===== config.mk =====
export PLATFORM = sky130hd
export DESIGN_NAME = gen_debug_data_sweep_capture
export DESIGN_NICKNAME = d
export VERILOG_FILES = /design/src/rtl/gen_debug_pkg.sv /design/src/rtl/gen_debug_data_sweep_capture.sv
export SDC_FILE = /design/constraint.sdc
export NUM_CORES = 1
export LEC_CHECK = 0
export BUFFER_PORTS_ARGS = -buffer_cell sky130_fd_sc_hd__buf_2
export CORE_UTILIZATION = 40
export CTS_BUF_LIST = sky130_fd_sc_hd__clkbuf_2 sky130_fd_sc_hd__clkbuf_4 sky130_fd_sc_hd__clkbuf_8
export CTS_CLUSTER_DIAMETER = 30
export CTS_CLUSTER_SIZE = 40
export DETAILED_ROUTE_END_ITERATION = 8
export PLACE_DENSITY = 0.7
export SLEW_MARGIN = 20
export SYNTH_ARGS = -nofsm -noshare
export SYNTH_HDL_FRONTEND = slang
export SYNTH_SLANG_ARGS = --single-unit
export TNS_END_PERCENT = 50

===== constraint.sdc =====
create_clock -name clk -period 2.2 [get_ports clk]
set_input_delay 0.11 -clock clk [delete_from_list [all_inputs] [get_ports clk]]
set_output_delay 0.11 -clock clk [all_outputs]
set_load 0.02 [all_outputs]

===== src/rtl/gen_debug_pkg.sv =====
// Shared types and helpers for the debug data sweep/capture logic.
package gen_debug_pkg;

  // Sweep sequencer states.
  typedef enum logic [1:0] {
    IDLE   = 2'd0,
    SETTLE = 2'd1,
    SEND   = 2'd2
  } sweep_state_e;

  // The debug mux registers its select and then its data, so the capture
  // point must sit at least three edges after a selector change.
  localparam int GEN_DEBUG_MIN_SETTLE = 3;

  // Advance a selector index, wrapping from options-1 back to 0.
  function automatic int unsigned next_sel(input int unsigned sel, input int unsigned options);
    if (sel + 1 >= options) begin
      return 0;
    end
    return sel + 1;
  endfunction

endpackage


===== src/rtl/gen_debug_data_sweep_capture.sv =====
// Steps the multicycle debug mux selector through a programmed index range,
// waits for the mux path to settle, captures each slice and streams it out
// on a valid/ready interface tagged with its selector index.
//
// state  | meaning
// -------+------------------------------------------------------------
// IDLE   | no sweep running; data_sel holds its last value
// SETTLE | selector applied, counting cnt 0..SETTLE_CYCLES-1
// SEND   | captured word presented, m_valid held until m_ready
module gen_debug_data_sweep_capture
  import gen_debug_pkg::*;
#(
  parameter int DATA_SEL_OPTIONS   = 12,
  parameter int DATA_SEL_WIDTH     = $clog2(DATA_SEL_OPTIONS),
  parameter int OUT_DATA_BUS_WIDTH = 32,
  parameter int SETTLE_CYCLES      = 4
) (
  input  logic                          clk,
  input  logic                          rst,
  input  logic                          start,
  input  logic                          abort,
  input  logic [DATA_SEL_WIDTH-1:0]     first_sel,
  input  logic [DATA_SEL_WIDTH-1:0]     last_sel,
  input  logic [OUT_DATA_BUS_WIDTH-1:0] mux_data,
  output logic [DATA_SEL_WIDTH-1:0]     data_sel,
  output logic                          m_valid,
  input  logic                          m_ready,
  output logic [OUT_DATA_BUS_WIDTH-1:0] m_data,
  output logic [DATA_SEL_WIDTH-1:0]     m_sel,
  output logic                          m_last,
  output logic                          busy,
  output logic                          done,
  output logic                          cfg_err
);

  localparam int CNT_W = (SETTLE_CYCLES > 1) ? $clog2(SETTLE_CYCLES) : 1;
  localparam logic [CNT_W-1:0] CNT_LAST = CNT_W'(SETTLE_CYCLES - 1);
  // One extra bit so the option count itself is representable even when
  // DATA_SEL_OPTIONS is a power of two.
  localparam logic [DATA_SEL_WIDTH:0] SEL_LIMIT = (DATA_SEL_WIDTH + 1)'(DATA_SEL_OPTIONS);

  if (SETTLE_CYCLES < GEN_DEBUG_MIN_SETTLE) begin : g_settle_check
    $error("SETTLE_CYCLES is shorter than the debug mux select-to-data latency");
  end

  sweep_state_e             state_q;
  sweep_state_e             state_d;
  logic [CNT_W-1:0]         cnt;
  logic [DATA_SEL_WIDTH-1:0] last_q;

  logic range_ok;
  logic load_start;
  logic reject_start;
  logic capture;
  logic xfer;

  assign range_ok = ({1'b0, first_sel} < SEL_LIMIT) && ({1'b0, last_sel} < SEL_LIMIT);
  assign busy     = (state_q != IDLE);

  // State register.
  always_ff @(posedge clk or posedge rst) begin
    if (rst) begin
      state_q <= IDLE;
    end else begin
      state_q <= state_d;
    end
  end

  // Next-state decode and per-edge action strobes; abort overrides all.
  always_comb begin
    state_d      = state_q;
    load_start   = 1'b0;
    reject_start = 1'b0;
    capture      = 1'b0;
    xfer         = 1'b0;
    if (abort) begin
      state_d = IDLE;
    end else begin
      case (state_q)
        IDLE: begin
          if (start) begin
            if (range_ok) begin
              load_start = 1'b1;
              state_d    = SETTLE;
            end else begin
              reject_start = 1'b1;
            end
          end
        end
        SETTLE: begin
          if (cnt == CNT_LAST) begin
            capture = 1'b1;
            state_d = SEND;
          end
        end
        SEND: begin
          if (m_valid && m_ready) begin
            xfer    = 1'b1;
            state_d = m_last ? IDLE : SETTLE;
          end
        end
        default: state_d = IDLE;
      endcase
    end
  end

  // Selector, settle counter, capture registers and status pulses.
  always_ff @(posedge clk or posedge rst) begin
    if (rst) begin
      data_sel <= '0;
      last_q   <= '0;
      cnt      <= '0;
      m_data   <= '0;
      m_sel    <= '0;
      m_last   <= 1'b0;
      m_valid  <= 1'b0;
      done     <= 1'b0;
      cfg_err  <= 1'b0;
    end else begin
      done    <= 1'b0;
      cfg_err <= 1'b0;
      if (abort) begin
        m_valid <= 1'b0;
        m_last  <= 1'b0;
        cnt     <= '0;
      end else begin
        if (reject_start) begin
          cfg_err <= 1'b1;
        end
        if (load_start) begin
          data_sel <= first_sel;
          last_q   <= last_sel;
          cnt      <= '0;
        end
        if ((state_q == SETTLE) && !capture) begin
          cnt <= cnt + CNT_W'(1);
        end
        if (capture) begin
          m_data  <= mux_data;
          m_sel   <= data_sel;
          m_last  <= (data_sel == last_q);
          m_valid <= 1'b1;
        end
        if (xfer) begin
          m_valid <= 1'b0;
          if (m_last) begin
            done <= 1'b1;
          end else begin
            data_sel <= DATA_SEL_WIDTH'(next_sel(32'(data_sel), unsigned'(DATA_SEL_OPTIONS)));
            cnt      <= '0;
          end
        end
      end
    end
  end

endmodule


Word level (Yosys, flattened, before mapping):

Cells that the tools add are included.

* reductions and logical operators: 11
* div/mod/pow operators: 0
* bitwise logic cells: 1
* multipliers: 0
* add/subtract/negate cells: 2
* shift-type cells: 0
* order comparisons: 3
* equal/unequal tests: 8
* multiplexer cells: 44

Operators with widths (number)
* $mux W1: 29
* $mux W2: 10
* $mux W4: 4
* $ne A3 B3 Y1 const B: 4
* $lt A4 B4 Y1 const B: 2
* $pmux W2 S3: 1
* $add A4 B1 Y5 const B: 1
* $ge A5 B4 Y1 const B: 1
* $eq A2 B2 Y1 const B: 2
* $eq A4 B4 Y1: 1
* $reduce_and A2 Y1: 2
* $reduce_and A4 Y1: 1
* $reduce_bool A2 Y1: 2
* $logic_and A1 B1 Y1: 3
* $reduce_bool A3 Y1: 1
* $add A2 B1 Y2 const B: 1
* $eq A2 B1 Y1 const B: 1
* $logic_not A2 Y1: 1
* $logic_not A1 Y1: 1
* $not A1 Y1: 1

* register bits after elaboration: 52
* memories kept: 0
* latch bits: 0
* memory bits (writable): 0
* input bits: 45
* bits in read-only memories: 0
* logic and storage cells: 79

Longest topological paths before layout:

Gate-level depths: netlist of run 1.

* depth in word-level cells: 11
* mapped depth: 6
* mapped depth without buffers: 5

Worst setup path after synthesis of run 1:

OpenSTA, ideal clock, no wires.

* path type: reg2reg
* from: reg data_sel[0]
* to: reg data_sel[3]
* period minus slack after synthesis: 1672 ps
* arrival: 1606 ps
* stages on the path, launching flop included: 6
* buffers on the path: 0
* setup slack: 528 ps
* setup time: 66 ps
* path through: dfrtp_1 -> ha_1 -> inv_1 -> or4_1 -> a21oi_1 -> a221o_1

* longest elaborated chain between the ends: 9

RTL lines
* start, declared: line gen_debug_data_sweep_capture.sv:25 `output logic [DATA_SEL_WIDTH-1:0] data_sel,`
* start signal, assigned: line gen_debug_data_sweep_capture.sv:131 `data_sel <= first_sel;`
* start signal, assigned: line gen_debug_data_sweep_capture.sv:149 `data_sel <= DATA_SEL_WIDTH'(next_sel(32'(data_sel), unsigned'(DATA_SEL_OPTIONS)));`
* $add A4 B1 Y5 *: line gen_debug_pkg.sv:20 `return sel + 1;`
* $ge A5 B4 Y1: line gen_debug_pkg.sv:17 `if (sel + 1 >= options) begin`
* $mux W1: line gen_debug_pkg.sv:17
* $mux W1: line gen_debug_data_sweep_capture.sv:146 `if (m_last) begin`
* $mux W1: line gen_debug_data_sweep_capture.sv:144 `if (xfer) begin`
* $mux W1: line gen_debug_data_sweep_capture.sv:122 `if (abort) begin`
* $mux W4 *: line gen_debug_pkg.sv:20
* $mux W4 *: line gen_debug_data_sweep_capture.sv:146
* $mux W4 *: line gen_debug_data_sweep_capture.sv:144

Mark *: on every way between the ends. The rest lies on a longest branch, timed or not. The select of a mux whose other input is x is not followed.
A chain may end at the register's enable or synchronous reset.

Worst setup path in the final report of run 1:

* from: reg state_q[0]
* to: reg data_sel[3]

* longest elaborated chain between the ends: 6
* elaborated cells on any way between the ends: 9
* those cells by class: 1 x eq/ne; 7 x mux; 1 x reduce/logical

RTL lines
* start, declared: line gen_debug_data_sweep_capture.sv:46 `sweep_state_e state_q;`
* start signal, assigned: line gen_debug_data_sweep_capture.sv:65 `state_q <= state_d;`
* $logic_not A2 Y1: line gen_debug_data_sweep_capture.sv:79 `case (state_q)`
* $mux W1: line gen_debug_data_sweep_capture.sv:79
* $mux W1: line gen_debug_data_sweep_capture.sv:76 `if (abort) begin`
* $mux W4: line gen_debug_data_sweep_capture.sv:130 `if (load_start) begin`
* $mux W4: line gen_debug_data_sweep_capture.sv:146
* $mux W4 *: line gen_debug_data_sweep_capture.sv:144

Mark *: on every way between the ends. The rest lies on a longest branch, timed or not.

==> results of run 1 <==
-- cell usage in the layout (no fill, tap or decap), types with 2 or more instances in the layout --
cell type and instances:
sky130_fd_sc_hd__mux2_2 35, sky130_fd_sc_hd__o21a_1 2, sky130_fd_sc_hd__nor2b_1 2, sky130_fd_sc_hd__a221o_1 3, sky130_fd_sc_hd__a211oi_1 2, sky130_fd_sc_hd__nand3_1 4
sky130_fd_sc_hd__a31oi_1 2, sky130_fd_sc_hd__dfrtp_1 52, sky130_fd_sc_hd__nor2_1 6, sky130_fd_sc_hd__nand3b_1 3, sky130_fd_sc_hd__nor3_1 2, sky130_fd_sc_hd__buf_4 2
sky130_fd_sc_hd__nand2_1 22, sky130_fd_sc_hd__nand4b_1 2, sky130_fd_sc_hd__dlygate4sd3_1 4, sky130_fd_sc_hd__a21oi_1 5, sky130_fd_sc_hd__inv_1 2, sky130_fd_sc_hd__clkbuf_8 6
sky130_fd_sc_hd__mux2_1 2, sky130_fd_sc_hd__xor2_1 5, sky130_fd_sc_hd__ha_1 3, sky130_fd_sc_hd__buf_2 89
-- path summary, 6_finish.rpt --
check	start	end	slack, ns	depth (start not counted)
worst min register to register	m_data[1]$_DFFE_PP0P_	m_data[1]$_DFFE_PP0P_	0.50	1
min in group asynchronous	rst	m_data[0]$_DFFE_PP0P_	0.35	3
worst max register to register	state_q[0]$_DFFE_PP0P_	data_sel[3]$_DFFE_PP0N_	0.41	4
worst max-delay path	state_q[0]$_DFFE_PP0P_	data_sel[3]$_DFFE_PP0N_	0.41	4
worst min-delay path	last_sel[2]	last_q[2]$_DFFE_PP0P_	0.01	3
max in group asynchronous	rst	cnt[0]$_DFF_PP0_	1.26	4
-- final cells by class --
class                   instances  area share
clock buffers                   6      0.0281
repair buffers                 96       0.177
clock inverters                 2      0.0132
well taps                      72      0.0306
multi-input cells             115       0.305
flip-flops and latches         52       0.442
inverters                       3     0.00383
-- cells by family (layout without fill, tap and decap cells) --
| logic type | after synthesis | count (layout) | share of synthesized area |
|---|---|---|---|
| muxes | 37 | 37 | 0.183 |
| and+or+nand+nor | 52 | 52 | 0.121 |
| DFF | 52 | 52 | 0.573 |
| xor gates and xnor gates | 5 | 5 | 0.0193 |
| adders and majority gates | 3 | 3 | 0.0165 |
| AOI/OAI and AO/OA | 18 | 18 | 0.0551 |
| buffers and inverters | 13 | 107 | 0.0319 |
-- metal layers --
layer,part of all wire,vias up,track usage
met3,0.064,7,0.0435
li1,-,811,-
met5,0,-,0
met4,0.016,0,0.0679
met2,0.48,66,0.265
met1,0.44,818,0.195
-- sequential cells by signal (all words and copies together), names as in the netlist --
signal / count
done: 1
cfg_err: 1
last_q: 4
cnt: 2
m_valid: 1
data_sel: 4
state_q: 2
m_data: 32
m_sel: 4
m_last: 1
-- through the flow --
step	instance area, um2	cells	util	worst slack (ns)
after floorplan	2270	180	-	0.528
after global placement	2780	334	0.505	0.470
after detailed placement	2780	334	0.505	0.428
after CTS	2940	346	0.534	0.418
after global routing	2940	346	0.534	0.322
final	2940	346	0.534	0.407
-- synth_stat cells (all sizes together), types with 3 or more instances --
library cell,number
mux2,37
nand2,22
buf,8
a21oi,5
nor2,7
dfrtp,52
ha,3
inv,3
a221o,3
nand3b,3
nand3,4
xor2,5
-- power groups by stage --
stage | Combinational (mW) | Clock, mW | Sequential (mW)
after floorplan | 0.179 | 0 | 1.14
after global placement | 0.333 | 0 | 1.11
after detailed placement | 0.341 | 0 | 1.11
after CTS | 0.347 | 0.708 | 1.09
after global routing | 0.377 | 0.749 | 1.11
final | 0.342 | 0.681 | 1.09
-- critical path: stages, from the launching register on --
cell	delay (ns)
sky130_fd_sc_hd__dfrtp_1	0.50
sky130_fd_sc_hd__nand4b_1	0.26
sky130_fd_sc_hd__or3_1	0.44
sky130_fd_sc_hd__and2_4	0.21
sky130_fd_sc_hd__a221o_1	0.28
==> impl_metrics.sql, run 1 <==
INSERT INTO impl_metrics (metric_group, metric, value, unit) VALUES
('run', 'drv_cap', '0', ''),
('sta', 'slew_of_the_pin_with_the_lowest_slew_margin', '0.421', 'ns'),
('global_route', 'maximum_number_of_pins_on_one_net_before_global_route_repair', '37', ''),
('finish', 'syn_to_final_growth', '29.5', '%'),
('sta', 'fin_skew', '0.00674', 'ns'),
('placement', 'port_buffers', '89', ''),
('power', 'swShare', '0.268', ''),
('sta', 'setup_viol', '0', ''),
('min_path', 'hold_class', 'in2reg', ''),
('clocking', 'tritoncts', 'yes', ''),
('floorplan', 'die_w', '77.4', 'um'),
('floorplan', 'die_ar', '0.00599', 'mm2'),
('global_route', 'grt_overflow_total', '0', ''),
('sta', 'slew_headroom', '0.719', ''),
('placement', 'place.detailed.hpwl', '3340', 'um'),
('logic_synthesis', 'ys_dominant_reg_cell', 'sky130_fd_sc_hd__dfrtp_1', ''),
('clocking', 'cts.hold.buffers_added', '4', ''),
('floorplan', 'die-height', '77.4', 'um'),
('logic_synthesis', 'synth-seq-area-share', '0.573', ''),
('logic_synthesis', 'syn-num-nets', '228', ''),
('power', 'post-layout-total-power', '2.12', 'mW'),
('logic_synthesis', 'synth.cell_area', '0.00227', 'mm2'),
('sta', 'rsz0062_at_grt', 'no', ''),
('sta', 'post-route-period-util', '0.815', ''),
('drt', 'postRouteWirelength', '4580', 'um'),
('power', 'share_comb_of_total_power', '0.162', ''),
('finish', 'layout-drive-gt1-share', '0.511', ''),
('power', 'intPower', '1.55', 'mW'),
('drt', 'detail_route.vias_per_cell', '4.92', ''),
('placement', 'finalWeightedCongestion', '0.825', ''),
('floorplan', 'num_io_pins', '90', ''),
('floorplan', 'floorplan_core_area', '0.00551', 'mm2'),
('power', 'clockPowerShare', '0.322', ''),
('global_route', 'aggregate_global_route_resource_usage', '0.160', ''),
('finish', 'diodes', '0', ''),
('logic_synthesis', 'synth-seq-cells', '52', ''),
('power', 'static-leakage-power', '1.53', 'nW'),
('clocking', 'cts_max_level', '2', ''),
('drt', 'detailedRoute.firstIterationViolations', '28', ''),
('finish', 'area_of_the_multi_input_gates', '898', 'um2'),
('finish', 'design.final.nets', '321', ''),
('logic_synthesis', 'synth.largest_area_cell', 'sky130_fd_sc_hd__dfrtp_1', ''),
('clocking', 'cts.path.max_buffers', '2', ''),
('clocking', 'cts_resized', '0', ''),
('worst_setup_path', 'crit_arrival', '1.99', 'ns'),
('worst_setup_path', 'critical_path.startpoint_type', 'flip-flop', ''),
('power', 'portion_of_total_power_attributed_to_sequential_cells', '0.517', ''),
('power', 'switching_power', '0.567', 'mW'),
('logic_synthesis', 'number_of_synthesized_flops_with_an_enable_pin', '0', ''),
('floorplan', 'start_util', '0.413', ''),
('sta', 'highest_clock_frequency_the_design_can_meet', '558', 'MHz'),
('sta', 'finalSetupTns', '0', 'ns'),
('sta', 'timing_max_transition_violations_final', '0', ''),
('global_route', 'grt_pass1_wl', '7310', 'um'),
('logic_synthesis', 'post_synth.cell_area_avg', '12.6', 'um2'),
('global_route', 'number_of_global_route_vias_before_repair', '1539', ''),
('status', 'status', 'completed', ''),
('worst_setup_path', 'cp_max_fo', '11', ''),
('clocking', 'clock-sinks', '52', ''),
('finish', 'num-fill-cells', '487', ''),
('drt', 'ant_nets', '0', ''),
('clocking', 'worst_skew_pair.late_latency', '0.31', 'ns'),
('sta', 'tightest_hold_margin', '0.0114', 'ns'),
('drt', 'drcViolationCount', '0', ''),
('sta', 'timing.final.hold_violations', '0', ''),
('logic_synthesis', 'ys_warn_count', '0', ''),
('floorplan', 'row_count', '27', ''),
('logic_synthesis', 'synthesis.instances', '180', ''),
('clocking', 'cts_made_buffers', '5', ''),
('power', 'power_density_normalized_to_cell_area', '719', 'mW/mm2'),
('clocking', 'clk_pin_slew_worst_paths', '0.09', 'ns');
Note: power is estimated with default switching activity, not from simulation.
==> inputs of run 2 (changes only) <==
Settings changed: ABC_AREA set to 1.
Clock period 2.2 ns to 1.9 ns, I/O delays scaled along.
==> run 2 against run 1 <==
  * Synthesized cell count up 48%
  * Design area up 8.6%
  * Fmax up 15%
  * Global-route usage up 3.2 points
  * Combinational power rose to 2.6 times the previous value
  * Cell count up 32%
  * First-iteration DRC count rose to 3.8 times the previous value
  * Clock-buffer cell count up 1
  * Clock skew down 0.0017 ns
  * Routed wire length up 19%
==> impl_metrics.sql, run 2 <==
INSERT INTO impl_metrics (metric_group, metric, value, unit) VALUES
('sta', 'highest_clock_frequency_the_design_can_meet', '642', 'MHz'),
('worst_setup_path', 'worstPathRequired', '2.13', 'ns'),
('global_route', 'met1_usage', '0.268', ''),
('sta', 'finalSetupTns', '0', 'ns'),
('min_path', 'hold_class', 'in2reg', ''),
('placement', 'finalWeightedCongestion', '0.819', ''),
('finish', 'design.final.nets', '432', ''),
('power', 'power_density_normalized_to_cell_area', '940', 'mW/mm2'),
('worst_setup_path', 'cp_max_fo', '33', ''),
('logic_synthesis', 'synth-seq-area-share', '0.559', ''),
('clocking', 'worst_skew_pair.late_latency', '0.29', 'ns'),
('clocking', 'cts_resized', '0', ''),
('finish', 'area_of_the_multi_input_gates', '920', 'um2'),
('worst_setup_path', 'critical_path.startpoint_type', 'flip-flop', ''),
('clocking', 'cts_made_buffers', '5', ''),
('global_route', 'groute.layer.met2.usage', '0.316', ''),
('global_route', 'met3_usage', '0.0326', ''),
('finish', 'layout_common_cells', 'sky130_fd_sc_hd__nand2_1 (132), sky130_fd_sc_hd__buf_2 (89), sky130_fd_sc_hd__dfrtp_1 (52)', ''),
('power', 'static-leakage-power', '1.87', 'nW'),
('clocking', 'cts.path.max_buffers', '2', ''),
('logic_synthesis', 'ys_warn_count', '0', ''),
('logic_synthesis', 'synthTopCellsByArea', 'sky130_fd_sc_hd__dfrtp_1 (56%), sky130_fd_sc_hd__nand2_1 (21%), sky130_fd_sc_hd__nand3_1 (4.3%)', ''),
('floorplan', 'floorplan_core_area', '0.00557', 'mm2'),
('logic_synthesis', 'post_synth.cell_area_avg', '8.72', 'um2'),
('drt', 'wl_per_cell', '11.9', 'um'),
('placement', 'port_buffers', '89', ''),
('global_route', 'grt_most_used_layer', 'met2', ''),
('worst_setup_path', 'critical-path-top-cell-by-count', 'sky130_fd_sc_hd__nand2_1', ''),
('sta', 'setup_viol', '0', ''),
('global_route', 'grt_antenna_before_repair', '0', ''),
('finish', 'final-seq-area', '0.00130', 'mm2'),
('logic_synthesis', 'synth.distinct_cells', '26', ''),
('floorplan', 'die_w', '78.3', 'um'),
('worst_setup_path', 'timing.critical_path.slowest_stage_cell', 'sky130_fd_sc_hd__inv_2', ''),
('drt', 'via_count', '2103', ''),
('worst_setup_path', 'crit_path_max_incr_delay', '0.45', 'ns'),
('finish', 'layout_commonest_cell', 'sky130_fd_sc_hd__nand2_1', ''),
('finish', 'number_of_flip_flops_in_the_largest_register', '32', ''),
('drt', 'postRouteWirelength', '5430', 'um'),
('worst_setup_path', 'crit_path_cell_trace', 'nor2_4 > nand3_4 > inv_2 > nand2_1 > nand2_1', ''),
('worst_setup_path', 'worst-r2r-cell-count', '5', ''),
('logic_synthesis', 'synthesis.instances', '267', ''),
('power', 'power.ir.vdd_worst', '0.000612', 'V'),
('global_route', 'grt_overflow_total', '0', ''),
('drt', 'drcViolationCount', '0', ''),
('sta', 'post-route-period-util', '0.819', ''),
('finish', 'diodes', '0', ''),
('worst_setup_path', 'end_kind', 'flip-flop', ''),
('clocking', 'tritoncts', 'yes', ''),
('finish', 'num-fill-cells', '532', ''),
('logic_synthesis', 'synth_top_area_share', '0.559', ''),
('run', 'drv_cap', '0', ''),
('sta', 'timing_max_transition_violations_final', '0', ''),
('drt', 'ant_nets', '0', ''),
('global_route', 'number_of_global_route_vias_before_repair', '1946', ''),
('logic_synthesis', 'synthMostInstantiatedCell', 'sky130_fd_sc_hd__nand2_1', ''),
('worst_setup_path', 'rrSetupSlack', '0.34', 'ns'),
('clocking', 'clock_tree.root_cell', 'sky130_fd_sc_hd__clkbuf_8', ''),
('min_path', 'hold_end', 'm_data[29]$_DFFE_PP0P_', ''),
('worst_setup_path', 'reg2reg_to', 'm_data[31]$_DFFE_PP0P_', ''),
('clocking', 'clk_pin_slew_worst_paths', '0.09', 'ns'),
('floorplan', 'start_util', '0.418', ''),
('logic_synthesis', 'synth-seq-cells', '52', ''),
('worst_setup_path', 'crit_arrival', '1.79', 'ns'),
('logic_synthesis', 'synth-async-reset-ratio', '1.00', ''),
('logic_synthesis', 'number_of_synthesized_flops_with_an_enable_pin', '0', ''),
('global_route', 'maximum_number_of_pins_on_one_net_before_global_route_repair', '34', ''),
('sta', 'timing.final.hold_violations', '0', ''),
('floorplan', 'die-height', '78.3', 'um'),
('floorplan', 'num_io_pins', '90', ''),
('clocking', 'clock-sinks', '52', ''),
('worst_setup_path', 'worstReg2RegStart', 'state_q[1]$_DFFE_PP0P_', ''),
('placement', 'placed_area', '0.00284', 'mm2'),
('floorplan', 'die_ar', '0.00613', 'mm2'),
('finish', 'syn_to_final_growth', '37.2', '%'),
('worst_setup_path', 'timing.setup.critical_path_class', 'reg2reg', ''),
('clocking', 'cts_max_level', '2', ''),
('sta', 'slew_headroom', '0.650', ''),
('logic_synthesis', 'synth.largest_area_cell', 'sky130_fd_sc_hd__dfrtp_1', ''),
('power', 'post-layout-total-power', '3.00', 'mW'),
('drt', 'total_iterations_of_the_first_detailed_routing_run', '4', ''),
('sta', 'finalCriticalPeriod', '1.56', 'ns'),
('finish', 'final_area', '0.00320', 'mm2'),
('min_path', 'worst_hold_startpoint', 'mux_data[29]', ''),
('drt', 'detail_route.vias_per_cell', '4.61', ''),
('logic_synthesis', 'most_common_library_cells_after_synthesis', 'sky130_fd_sc_hd__nand2_1 (132), sky130_fd_sc_hd__dfrtp_1 (52), sky130_fd_sc_hd__nand3_1 (20)', ''),
('sta', 'rsz0062_at_grt', 'no', ''),
('drt', 'detailedRoute.firstIterationViolations', '105', ''),
('status', 'status', 'completed', ''),
('sta', 'slew_of_the_pin_with_the_lowest_slew_margin', '0.524', 'ns'),
('placement', 'place.detailed.hpwl', '3650', 'um'),
('min_path', 'hold-path-cell-count', '3', ''),
('finish', 'regMostFlops', 'm_data', ''),
('finish', 'layout-drive-gt1-share', '0.299', ''),
('logic_synthesis', 'syn-num-nets', '315', ''),
('global_route', 'grt_pass1_wl', '9290', 'um'),
('sta', 'fin_skew', '0.00506', 'ns'),
('floorplan', 'row_count', '27', ''),
('logic_synthesis', 'ys_dominant_reg_cell', 'sky130_fd_sc_hd__dfrtp_1', ''),
('global_route', 'aggregate_global_route_resource_usage', '0.192', ''),
('logic_synthesis', 'synth.cell_area', '0.00233', 'mm2');
==> run 2: changes by cell type after synthesis, sizes merged, moves of 6 or more <==
| cell | change |
|---|---|
| nand2 | +112 |
| mux2 | -33 |
| o21ai | +6 |
| nand3 | +18 |
| inv | +11 |
==> run 2: layer usage <==
metal / vias to the layer above / part of all wire
li1: 1079 / -
met1: 962 / 0.49
met2: 60 / 0.47
met3: 2 / 0.044
met4: 0 / 0.0028
met5: - / 0
==> run 2: cell families after synthesis <==
logic type	after synthesis	synth area share
AO/OA/AOI/OAI	12	0.0269
AND/OR/NAND/NOR	169	0.311
multiplexers	4	0.0258
XOR/XNOR	4	0.0150
buffers and inverters	23	0.0462
flip-flops	52	0.559
adder cells (fa/ha/maj)	3	0.0161
==> run 2: where the power goes <==
| group | total, mW | switching (mW) | internal, mW |
|---|---|---|---|
| sequential | 1.46 | 0.157 | 1.30 |
| combinational | 0.885 | 0.509 | 0.376 |
| clock | 0.661 | 0.336 | 0.325 |
==> run 2: final cells by class <==
cell class                      count  share of cell area
Clock buffer                        7              0.0301
Inverter                           15              0.0188
Multi-Input combinational cell    192               0.288
Sequential cell                    52               0.407
Tap cell                           72              0.0282
Timing Repair Buffer              118               0.228
==> run 2: critical path: cells and delay by family, from the launching register on <==
family	cells	cell delay (ns)
flip-flops	1	0.44
AND/OR/NAND/NOR	4	0.59
buffers and inverters	1	0.45
==> run 2: through the flow <==
stage | setup WS (ns) | utilization | std cells | hold WS [ns]
after floorplan | 0.500 | - | 267 | 0.205
final | 0.343 | 0.573 | 456 | 0.00717
after global routing | 0.116 | 0.573 | 456 | 0.00325
after global placement | 0.400 | 0.509 | 423 | 0.0852
after CTS | 0.315 | 0.571 | 455 | 0.000864
after detailed placement | 0.341 | 0.509 | 423 | 0.0857
==> run 2: how the worst max path moves through the flow <==
stage	start	to	slack (ns)	depth (start not counted)
after floorplan	data_sel[0]$_DFFE_PP0N_	data_sel[0]$_DFFE_PP0N_	0.50	9
after global placement	state_q[1]$_DFFE_PP0P_	m_data[3]$_DFFE_PP0P_	0.40	5
after detailed placement	state_q[1]$_DFFE_PP0P_	m_data[21]$_DFFE_PP0P_	0.34	5
after CTS	state_q[1]$_DFFE_PP0P_	m_data[21]$_DFFE_PP0P_	0.32	5
after global routing	state_q[0]$_DFFE_PP0P_	m_data[18]$_DFFE_PP0P_	0.12	6
final	state_q[1]$_DFFE_PP0P_	m_data[31]$_DFFE_PP0P_	0.34	5
==> run 2: timing repair <==
action,in CTS,in global routing
hold endpoints to repair,37,1
setup buffers,0,0
hold buffers,25,1
==> inputs of run 3 (changes only) <==
Settings changed: PLACE_DENSITY 0.7 to 0.72.
Clock period 1.9 ns to 1.27 ns, I/O delays scaled along.
==> run 3 against run 2 <==
  * The run now ends with negative setup slack left
  * Sequential share of layout area shrank 4.0 points
  * Largest power group unchanged
  * Sequential power grew 48%
  * Critical path type unchanged
  * Design area grew 11%
  * Critical endpoint is now last_q[0]$_DFFE_PP0P_
  * Hold slack gained 0.0029 ns
  * Cell count grew 6.1%
==> impl_metrics.sql, run 3 (synthesis gave the netlist of run 2 again) <==
INSERT INTO impl_metrics (metric_group, metric, value, unit) VALUES
('sta', 'rsz0062_at_grt', 'yes', ''),
('global_route', 'number_of_global_route_vias_before_repair', '2354', ''),
('drt', 'detailedRoute.firstIterationViolations', '131', ''),
('clocking', 'clk_pin_slew_worst_paths', '0.09', 'ns'),
('drt', 'detail_route.vias_per_cell', '4.66', ''),
('clocking', 'cts.path.max_buffers', '2', ''),
('worst_setup_path', 'worst-r2r-cell-count', '5', ''),
('finish', 'postLayoutCoreUtil', '0.637', ''),
('finish', 'layout-drive-gt1-share', '0.354', ''),
('finish', 'layout_common_cells', 'sky130_fd_sc_hd__nand2_1 (128), sky130_fd_sc_hd__buf_2 (88), sky130_fd_sc_hd__dfrtp_1 (50)', ''),
('worst_setup_path', 'end_kind', 'flip-flop', ''),
('floorplan', 'floorplan_core_area', '0.00557', 'mm2'),
('worst_setup_path', 'cp_num_cells', '5', ''),
('worst_setup_path', 'critical_path.startpoint_type', 'flip-flop', ''),
('finish', 'design.final.nets', '459', ''),
('sta', 'timing.final.hold_violations', '0', ''),
('clocking', 'worst_skew_pair.late_latency', '0.30', 'ns'),
('finish', 'regMostFlops', 'm_data', ''),
('clocking', 'cts_max_level', '2', ''),
('finish', 'diodes', '0', ''),
('finish', 'area_of_the_multi_input_gates', '982', 'um2'),
('finish', 'number_of_flip_flops_in_the_largest_register', '32', ''),
('sta', 'finalCriticalPeriod', '1.32', 'ns'),
('sta', 'slew_headroom', '0.784', ''),
('worst_setup_path', 'crit_path_max_incr_delay', '0.43', 'ns'),
('worst_setup_path', 'critical_path.n_buffers_inverters', '1', ''),
('sta', 'timing.final.ws_setup', '-0.0451', 'ns'),
('worst_setup_path', 'timing.setup.critical_path_class', 'reg2reg', ''),
('power', 'power_density_normalized_to_cell_area', '1370', 'mW/mm2'),
('clocking', 'clock-sinks', '52', ''),
('finish', 'num-fill-cells', '496', ''),
('drt', 'wl_per_cell', '12.2', 'um'),
('power', 'power.ir.vdd_worst', '0.000645', 'V'),
('worst_setup_path', 'critical-path-top-cell-by-count', 'sky130_fd_sc_hd__nand2_4', ''),
('worst_setup_path', 'cp_max_fo', '5', ''),
('worst_setup_path', 'worstReg2RegStart', 'state_q[1]$_DFFE_PP0P_', ''),
('sta', 'timing_max_transition_violations_final', '0', ''),
('worst_setup_path', 'reg2reg_to', 'last_q[0]$_DFFE_PP0P_', ''),
('placement', 'port_buffers', '89', ''),
('drt', 'ant_nets', '0', ''),
('worst_setup_path', 'critical_path.top_delay_family', 'flip-flops', ''),
('finish', 'final-seq-area', '0.00130', 'mm2'),
('finish', 'layout_commonest_cell', 'sky130_fd_sc_hd__nand2_1', ''),
('sta', 'fin_skew', '0.00577', 'ns'),
('clocking', 'cts_made_buffers', '5', ''),
('placement', 'finalWeightedCongestion', '0.823', ''),
('drt', 'postRouteWirelength', '5880', 'um'),
('floorplan', 'die-height', '78.3', 'um'),
('sta', 'highest_clock_frequency_the_design_can_meet', '760', 'MHz'),
('finish', 'syn_to_final_growth', '52.6', '%'),
('worst_setup_path', 'crit_path_cell_trace', 'inv_2 > nand2_4 > nor2_4 > nand2_4 > mux2_4', ''),
('min_path', 'hold_class', 'in2reg', ''),
('global_route', 'grt_antenna_before_repair', '0', ''),
('finish', 'final_cells', '484', ''),
('run', 'drv_cap', '0', ''),
('status', 'violations_in_the_final_reports', 'negative setup slack', ''),
('worst_setup_path', 'worst_setup_path_startpoint', 'state_q[1]$_DFFE_PP0P_', ''),
('sta', 'tightest_hold_margin', '0.0101', 'ns'),
('worst_setup_path', 'worstPathRequired', '1.46', 'ns'),
('drt', 'drcViolationCount', '0', ''),
('floorplan', 'row_count', '27', ''),
('worst_setup_path', 'timing.critical_path.slowest_stage_cell', 'sky130_fd_sc_hd__dfrtp_1', ''),
('clocking', 'tritoncts', 'yes', ''),
('floorplan', 'die_ar', '0.00613', 'mm2'),
('global_route', 'grt_overflow_total', '0', ''),
('status', 'status', 'finished, violations left', ''),
('worst_setup_path', 'endpoint', 'last_q[0]$_DFFE_PP0P_', ''),
('sta', 'finalSetupTns', '-0.327', 'ns'),
('worst_setup_path', 'crit_arrival', '1.51', 'ns'),
('sta', 'slew_of_the_pin_with_the_lowest_slew_margin', '0.324', 'ns'),
('worst_setup_path', 'rrSetupSlack', '-0.05', 'ns'),
('floorplan', 'num_io_pins', '90', ''),
('placement', 'place.detailed.hpwl', '3740', 'um'),
('drt', 'total_iterations_of_the_first_detailed_routing_run', '4', ''),
('sta', 'setup_viol', '10', ''),
('placement', 'post-place-cells', '436', ''),
('global_route', 'maximum_number_of_pins_on_one_net_before_global_route_repair', '53', ''),
('power', 'static-leakage-power', '2.00', 'nW'),
('sta', 'post-route-period-util', '1.04', ''),
('clocking', 'clock_tree.root_cell', 'sky130_fd_sc_hd__clkbuf_8', ''),
('floorplan', 'die_w', '78.3', 'um'),
('global_route', 'aggregate_global_route_resource_usage', '0.204', ''),
('drt', 'via_count', '2254', ''),
('floorplan', 'start_util', '0.418', ''),
('global_route', 'grt_pass1_wl', '9830', 'um');
run 3: where the power goes:
group          total, mW  switching (mW)  internal (mW)
Clock               1.15           0.556          0.594
Combinational       1.54           0.851          0.692
Sequential          2.16           0.215           1.95
run 3: area by class of cell:
| class | instances | share of cell area |
|---|---|---|
| Clock buffer | 5 | 0.0194 |
| Clock inverter | 3 | 0.0130 |
| Inverter | 15 | 0.0187 |
| Multi-Input combinational cell | 193 | 0.277 |
| Sequential cell | 52 | 0.367 |
| Tap cell | 72 | 0.0254 |
| Timing Repair Buffer | 144 | 0.280 |
run 3: what timing repair did:
action | CTS | global route
pin swaps | 1 | 3
setup buffers | 1 | 2
gates cloned | 1 | 0
setup endpoints to repair | 43 | 47
hold buffers | 36 | 0
hold endpoints to repair | 87 | 0
gates resized for setup | 5 | 15
run 3: worst min path at each step:
stage                             end  cells after the start   startpoint
3_3_place_gp   m_data[13]$_DFFE_PP0P_                      3          rst
4_1_cts         last_q[2]$_DFFE_PP0P_                      2  last_sel[2]
6_report        last_q[2]$_DFFE_PP0P_                      2  last_sel[2]
5_1_grt         last_q[2]$_DFFE_PP0P_                      2  last_sel[2]
3_5_place_dp   m_data[13]$_DFFE_PP0P_                      3          rst
2_1_floorplan       cfg_err$_DFF_PP0_                      1          rst
run 3: layer usage:
layer	vias up	routed length, um	global-route usage
met1	1022	2500	0.236
met3	10	290	0.0372
met2	89	3010	0.375
met5	-	0	0
met4	0	88	0.0722
li1	1133	-	-
run 3: through the flow:
| stage | setup slack (ns) | area (um2) | total power, mW |
|---|---|---|---|
| 2_1_floorplan | -0.0334 | 2350 | 3.06 |
| 3_3_place_gp | -0.0514 | 2980 | 3.55 |
| 3_5_place_dp | -0.0973 | 2980 | 3.59 |
| 4_1_cts | -0.0253 | 3480 | 4.85 |
| 5_1_grt | -0.112 | 3550 | 5.15 |
| 6_report | -0.0451 | 3550 | 4.86 |
